### src/rtl/wb_trace_buffer_if.sv
// Trace output stream of the writeback trace buffer.
// The buffer drives the head entry; the consumer drives ready.
interface wb_trace_buffer_if #(
  parameter int WORD       = 32,
  parameter int ADDR_WIDTH = 4,
  parameter int SEQ_WIDTH  = 8
);
  logic                  trace_valid_o;
  logic                  trace_ready_i;
  logic [ADDR_WIDTH-1:0] trace_addr_o;
  logic [WORD-1:0]       trace_data_o;
  logic [SEQ_WIDTH-1:0]  trace_seq_o;

  modport master (
    output trace_valid_o,
    input  trace_ready_i,
    output trace_addr_o,
    output trace_data_o,
    output trace_seq_o
  );

  modport slave (
    input  trace_valid_o,
    output trace_ready_i,
    input  trace_addr_o,
    input  trace_data_o,
    input  trace_seq_o
  );
endinterface

### src/rtl/wb_trace_buffer.sv
// Writeback trace buffer: filters register writes by a watch mask
// and queues {addr, data, seq} in a first-word-fall-through FIFO.
module wb_trace_buffer #(
  parameter int WORD       = 32,
  parameter int ADDR_WIDTH = 4,
  parameter int DEPTH      = 8,
  parameter int SEQ_WIDTH  = 8,
  parameter int CNT_WIDTH  = 8
) (
  input  logic                       clk_i,
  input  logic                       reset_i,
  input  logic                       reg_file_write_en_i,
  input  logic [ADDR_WIDTH-1:0]      reg_dest_addr_i,
  input  logic [WORD-1:0]            reg_data_i,
  input  logic [2**ADDR_WIDTH-1:0]   watch_mask_i,
  input  logic                       enable_i,
  input  logic                       clear_i,
  wb_trace_buffer_if.master          trace_if,
  output logic [WORD-1:0]            last_data_o,
  output logic [$clog2(DEPTH):0]     count_o,
  output logic                       full_o,
  output logic                       empty_o,
  output logic [CNT_WIDTH-1:0]       overflow_cnt_o
);

  localparam int PW = $clog2(DEPTH);
  localparam int CW = PW + 1;

  logic [PW-1:0]        wr_ptr_q, wr_ptr_d;
  logic [PW-1:0]        rd_ptr_q, rd_ptr_d;
  logic [CW-1:0]        count_q, count_d;
  logic [SEQ_WIDTH-1:0] seq_q, seq_d;
  logic [CNT_WIDTH-1:0] ovf_q, ovf_d;
  logic [WORD-1:0]      last_q, last_d;

  logic [ADDR_WIDTH-1:0] mem_addr_q [DEPTH];
  logic [WORD-1:0]       mem_data_q [DEPTH];
  logic [SEQ_WIDTH-1:0]  mem_seq_q  [DEPTH];

  logic qual, full, empty, push, pop, drop;

  assign full  = (count_q == CW'(DEPTH));
  assign empty = (count_q == '0);

  assign qual = reg_file_write_en_i & enable_i
              & watch_mask_i[reg_dest_addr_i];

  // clear wins over both sides of the FIFO in its cycle
  assign pop  = ~empty & trace_if.trace_ready_i & ~clear_i;
  assign push = qual & ~clear_i & (~full | pop);
  assign drop = qual & ~clear_i & full & ~pop;

  always_comb begin
    wr_ptr_d = wr_ptr_q;
    rd_ptr_d = rd_ptr_q;
    count_d  = count_q;
    seq_d    = seq_q;
    ovf_d    = ovf_q;
    last_d   = last_q;
    if (qual) begin
      last_d = reg_data_i;
    end
    if (clear_i) begin
      wr_ptr_d = '0;
      rd_ptr_d = '0;
      count_d  = '0;
      seq_d    = '0;
      ovf_d    = '0;
    end else begin
      if (qual) begin
        seq_d = seq_q + 1'b1;
      end
      if (push) begin
        wr_ptr_d = wr_ptr_q + 1'b1;
      end
      if (pop) begin
        rd_ptr_d = rd_ptr_q + 1'b1;
      end
      unique case ({push, pop})
        2'b10:   count_d = count_q + 1'b1;
        2'b01:   count_d = count_q - 1'b1;
        default: count_d = count_q;
      endcase
      if (drop && ovf_q != '1) begin
        ovf_d = ovf_q + 1'b1;
      end
    end
  end

  always_ff @(posedge clk_i) begin
    if (reset_i) begin
      wr_ptr_q <= '0;
      rd_ptr_q <= '0;
      count_q  <= '0;
      seq_q    <= '0;
      ovf_q    <= '0;
      last_q   <= '0;
    end else begin
      wr_ptr_q <= wr_ptr_d;
      rd_ptr_q <= rd_ptr_d;
      count_q  <= count_d;
      seq_q    <= seq_d;
      ovf_q    <= ovf_d;
      last_q   <= last_d;
    end
  end

  // storage is not reset; head outputs are don't-care while empty
  always_ff @(posedge clk_i) begin
    if (push && !reset_i) begin
      mem_addr_q[wr_ptr_q] <= reg_dest_addr_i;
      mem_data_q[wr_ptr_q] <= reg_data_i;
      mem_seq_q[wr_ptr_q]  <= seq_q;
    end
  end

  assign trace_if.trace_valid_o = ~empty;
  assign trace_if.trace_addr_o  = mem_addr_q[rd_ptr_q];
  assign trace_if.trace_data_o  = mem_data_q[rd_ptr_q];
  assign trace_if.trace_seq_o   = mem_seq_q[rd_ptr_q];

  assign last_data_o    = last_q;
  assign count_o        = count_q;
  assign full_o         = full;
  assign empty_o        = empty;
  assign overflow_cnt_o = ovf_q;

endmodule

### src/flat_wrapper.sv
// flat-port wrapper written by rule: the top's interface ports become plain ports
module wb_trace_buffer_flat 
#(
  parameter int WORD       = 32,
  parameter int ADDR_WIDTH = 4,
  parameter int DEPTH      = 8,
  parameter int SEQ_WIDTH  = 8,
  parameter int CNT_WIDTH  = 8
)
  (clk_i, reset_i, reg_file_write_en_i, reg_dest_addr_i, reg_data_i, watch_mask_i, enable_i, clear_i, last_data_o, count_o, full_o, empty_o, overflow_cnt_o, trace_if_trace_valid_o, trace_if_trace_ready_i, trace_if_trace_addr_o, trace_if_trace_data_o, trace_if_trace_seq_o);
  wb_trace_buffer_if #(.WORD(WORD), .ADDR_WIDTH(ADDR_WIDTH), .SEQ_WIDTH(SEQ_WIDTH)) trace_if_i ();
  input  logic clk_i;
  input  logic reset_i;
  input  logic reg_file_write_en_i;
  input  logic [ADDR_WIDTH-1:0] reg_dest_addr_i;
  input  logic [WORD-1:0] reg_data_i;
  input  logic [2**ADDR_WIDTH-1:0] watch_mask_i;
  input  logic enable_i;
  input  logic clear_i;
  output logic [WORD-1:0] last_data_o;
  output logic [$clog2(DEPTH):0] count_o;
  output logic full_o;
  output logic empty_o;
  output logic [CNT_WIDTH-1:0] overflow_cnt_o;
  output wire logic [$bits(trace_if_i.trace_valid_o)-1:0] trace_if_trace_valid_o;
  input wire logic [$bits(trace_if_i.trace_ready_i)-1:0] trace_if_trace_ready_i;
  output wire logic [$bits(trace_if_i.trace_addr_o)-1:0] trace_if_trace_addr_o;
  output wire logic [$bits(trace_if_i.trace_data_o)-1:0] trace_if_trace_data_o;
  output wire logic [$bits(trace_if_i.trace_seq_o)-1:0] trace_if_trace_seq_o;
  assign trace_if_trace_valid_o = trace_if_i.trace_valid_o;
  assign trace_if_i.trace_ready_i = trace_if_trace_ready_i;
  assign trace_if_trace_addr_o = trace_if_i.trace_addr_o;
  assign trace_if_trace_data_o = trace_if_i.trace_data_o;
  assign trace_if_trace_seq_o = trace_if_i.trace_seq_o;
  wb_trace_buffer #(.WORD(WORD), .ADDR_WIDTH(ADDR_WIDTH), .DEPTH(DEPTH), .SEQ_WIDTH(SEQ_WIDTH), .CNT_WIDTH(CNT_WIDTH)) u_core (.clk_i(clk_i), .reset_i(reset_i), .reg_file_write_en_i(reg_file_write_en_i), .reg_dest_addr_i(reg_dest_addr_i), .reg_data_i(reg_data_i), .watch_mask_i(watch_mask_i), .enable_i(enable_i), .clear_i(clear_i), .trace_if(trace_if_i), .last_data_o(last_data_o), .count_o(count_o), .full_o(full_o), .empty_o(empty_o), .overflow_cnt_o(overflow_cnt_o));
endmodule
### config.mk
export PLATFORM = sky130hd
export DESIGN_NAME = wb_trace_buffer_flat
export DESIGN_NICKNAME = d
export VERILOG_FILES = /design/src/rtl/wb_trace_buffer_if.sv /design/src/rtl/wb_trace_buffer.sv /design/src/flat_wrapper.sv
export SDC_FILE = /design/constraint.sdc
export NUM_CORES = 1
export LEC_CHECK = 0
export CORE_AREA = 2 2 192 194
export DETAILED_ROUTE_END_ITERATION = 12
export DIE_AREA = 0 0 194 196
export GPL_TIMING_DRIVEN = 0
export PLACE_DENSITY_LB_ADDON = 0.15
export SYNTH_ARGS = -nofsm -noshare
export SYNTH_HDL_FRONTEND = slang
export SYNTH_SLANG_ARGS = --single-unit
### constraint.sdc
create_clock -name clk_i -period 13.32 [get_ports clk_i]
set_input_delay 2.664 -clock clk_i [delete_from_list [all_inputs] [get_ports clk_i]]
set_output_delay 2.664 -clock clk_i [all_outputs]
set_load 0.03 [all_outputs]
==> run summary <==
Setup slack closes at 6.88 ns. The critical register-to-register path endpoint is u_core.mem_data_q[0][20]. The final layout contains 1127 nets.

For this run, the detailed router's first-pass iteration total came to 5. The total instance count after detailed placement is 1485. The depth of the CTS H-tree came out at 2. The source of the worst register-to-register timing path is u_core.count_o[0]. The hold violation count in the final report is 0.

The run finished with clean final reports. The final design area excluding fillers is 19800 um^2. The portion of synthesized cell area occupied by the leading cell type is 0.660.

The fraction of layout cells with a size suffix above 1 is 0.228. Setup repair after global routing left no endpoint under its margin. The count of endpoints failing setup in the final report is 0. In this run the power density over the cells is 132 nW/um^2. The cell row count came out at 70. The worst ir drop on vdd is 89.0 uV.

The part of the power in registers came out at 0.538. Prior to clock tree synthesis, the placed netlist has a worst setup slack of 6.56 ns. The cell sitting at the root of the clock tree is a clkbuf_16.

The maximum root-to-sink buffer count is 3. The most used standard cell by instance count after synthesis is edfxtp_1. The synthesized instance count came out at 842. The layout overhead on the synthesized area came out at 23.5%. The synthesized design contains 413 register bits. The worst hold path passes through 2 cells. The overall die width is 194 um.

Dividing the detail-routed wire length by the instance count gives roughly 22 um. The final RePlAce weighted congestion is around 0.76. The path class of the tightest hold or removal check is reg2reg. TritonCTS built the clock tree. After detailed placement, the total cell area comes to between 15000 and 20000 um^2. The number of fill cells came out at 2836. Once the clock tree was built, the setup fixing pass inserted 0 buffers. In the synthesized netlist the async set-or-reset flop fraction comes to 0. The sink count of the clock tree came out at 413.

The share of the clock period used by the worst path after layout is 0.484. The power dissipated by switching net loads is around 0.54 mW. The total leakage power came out at 6.17 nW.

The tool flagged a number of max-cap violations equal to 0. The path depth of the worst reg2reg path came out at 9. The number of hold buffers added after CTS was 0. The startpoint of the worst hold path is u_core.last_data_o[12].

The part of the total power dissipated in combinational logic came out at 0.043. The via count of the first global-routing pass came out at 8745. The number of flops mapped to enable cells by yosys came out at 352. After global routing the overflow that remains totals 0.

The endpoint kind of the worst setup timing path is a primary output. The worst-skew pair later-pin latency is around 0.53 ns. Detailed placement ended at an HPWL of 22.4 mm. The unique cell type count in the Yosys netlist is 51.

The commonest cells after synthesis are edfxtp_1 (352), mux4_2 (88), nand2_1 (80), dfxtp_1 (61), a21oi_1 (45). For the worst setup path, the data required time is between 10 and 15 ns. The routed via count divided by cell count is 5.41. Of the total power, the clock network draws 0.419.

For the pin with the worst max-slew slack, the measured transition is roughly 0.94 ns. The effective utilization at floorplan is 0.444. The count of synthesis-stage warnings from yosys is 0. In the synthesized netlist the dominant register cell turns out to be edfxtp_1. The overall track demand over capacity in global routing is 0.186. The sequential element share of the synthesized area is 0.737. Once detail routing completed, the nets flagged for antenna violations numbered 0.

The number of antenna diodes came out at 0. The remaining max-slew budget at the tightest pin is 0.372. After clock tree synthesis, the repair step resized 0 gates. The largest fanout on the critical path is 10. The worst path in the final design needs a cycle of between 6 and 7 ns, including I/O delays and setup. The number of antenna violations at the first check in global routing was 0. The die area came out at 38000 um^2. The data arrival time at the worst-slack endpoint came out at 3.78 ns.

The design draws roughly 2.6 mW. For flop-to-flop paths, the worst setup slack is 10.10 ns. The TritonCTS buffer count came out at 43. The largest area contributor in the synthesized netlist is edfxtp_1. The number of top-level pins is 149.

The first global-routing pass estimated 53.2 mm of wire. The count of placed standard cells in the final layout, fillers left out came out at between 1500 and 2000. Yosys attributes the largest share of cell area to edfxtp_1 (66%), mux4_2 (12%), dfxtp_1 (7.6%).

The total routed wirelength is around 35 mm. The clock transition time at the flip-flop clock pins of the worst setup and hold paths is approximately 0.06 ns. For this run, the top clock speed supported by timing is 155 MHz. The net count of the mapped netlist is 907. The worst hold path terminates at u_core.last_data_o[12]. The core region is ~36000 um^2. The critical path in this run is classified as reg2out. The count of routing violations after the opening detailed-route iteration is 556. The chip height is 196 um. The total DRC errors in the routed layout is 0. The largest clock skew in the final design is approximately 0.015 ns. The post-route core utilization is 0.548.

The number of slew-limit violations in the final report came to 0. The total negative slack for setup checks is 0 ns. The pin count of the biggest net entering global routing is 25. The count of input and output buffers came out at 148. The critical path launch point type is a flip-flop. The via count of the routed design is around 8500. On the final layout, the worst hold slack is about 0.45 ns.

Of the total power, the share spent switching nets is 0.204. The area of the mapped netlist is about 16000 um^2. A synthesized cell averages 19.0 um^2. The internal power of the cells came out at 2.08 mW.
## kinds of logic after synthesis
family | after synthesis | share of synthesized area
flops | 413 | 0.737
xor+xnor | 4 | 0.00219
buf+inv | 55 | 0.0166
fa+ha+maj | 7 | 0.00594
compound gates | 75 | 0.0292
mux | 145 | 0.167
simple gates | 143 | 0.0428
## area by class of cell
class	count	area, um^2	share of cell area
Buffer	45	229	0.0116
Clock inverter	18	87.6	0.00443
Timing Repair Buffer	175	1830	0.0926
Sequential cell	413	11800	0.596
Multi-Input combinational cell	374	4010	0.203
Inverter	10	37.5	0.00190
Clock buffer	60	1200	0.0607
Tap cell	468	586	0.0296
## critical path: stages, from the launching register on
cell and delay (ns):
dfxtp_1 0.30, clkbuf_1 0.35, clkbuf_1 0.62, clkbuf_1 0.67, mux4_2 0.40, mux2_2 0.30, clkdlybuf4s50_1 0.61
## state kept, by name (all words and copies together) (netlist names), named ones only
signal                 cells
u_core.rd_ptr_q            3
u_core.mem_data_q        256
u_core.mem_seq_q          64
u_core.wr_ptr_q            3
u_core.overflow_cnt_o      8
u_core.mem_addr_q         32
u_core.count_o             4
u_core.last_data_o        32
u_core.seq_q               8
## per-layer routing
layer / track usage / up-vias / routed length (um)
li1: - / 3832 / -
met1: 0.261 / 4368 / 15500
met5: 0 / - / 0
met4: 0.0398 / 0 / 611
met2: 0.312 / 204 / 17500
met3: 0.0266 / 47 / 1440
## layout by cell type, fill, tap and decap left out, types with 9 or more instances in the layout
cell type / synthesis / routed
a21oi_1: 45 / 45
buf_2: 9 / 9
buf_4: 3 / 18
clkbuf_1: 25 / 37
clkbuf_16: 0 / 44
clkdlybuf4s50_1: 0 / 148
clkinv_1: 0 / 10
dfxtp_1: 61 / 61
edfxtp_1: 352 / 352
inv_1: 9 / 9
mux2_2: 44 / 44
mux2i_1: 9 / 9
mux4_2: 88 / 88
nand2_1: 80 / 80
nand3_1: 10 / 10
nor2_1: 18 / 12
or4_1: 10 / 10
## how the worst max path moves through the flow
stage                                   from  slack [ns]                       end
after global routing               flip-flop        6.67  trace_if_trace_addr_o[2]
after global placement    reg_dest_addr_i[0]       -1.06  u_core.mem_data_q[0][21]
after floorplan           reg_dest_addr_i[0]        4.77   u_core.mem_addr_q[0][0]
after detailed placement  reg_dest_addr_i[0]        6.56  u_core.mem_data_q[0][20]
after CTS                          flip-flop        6.80  trace_if_trace_addr_o[2]
final                              flip-flop        6.88  trace_if_trace_addr_o[2]
## power groups by stage
stage,sequential (mW),clock (mW),combinational (mW)
2_1_floorplan,1.45,0,0.0440
3_3_place_gp,1.44,0,0.112
3_5_place_dp,1.44,0,0.115
4_1_cts,1.41,1.12,0.115
5_1_grt,1.41,1.17,0.122
6_report,1.41,1.10,0.113
No activity file was read; power rests on OpenSTA's default activity.
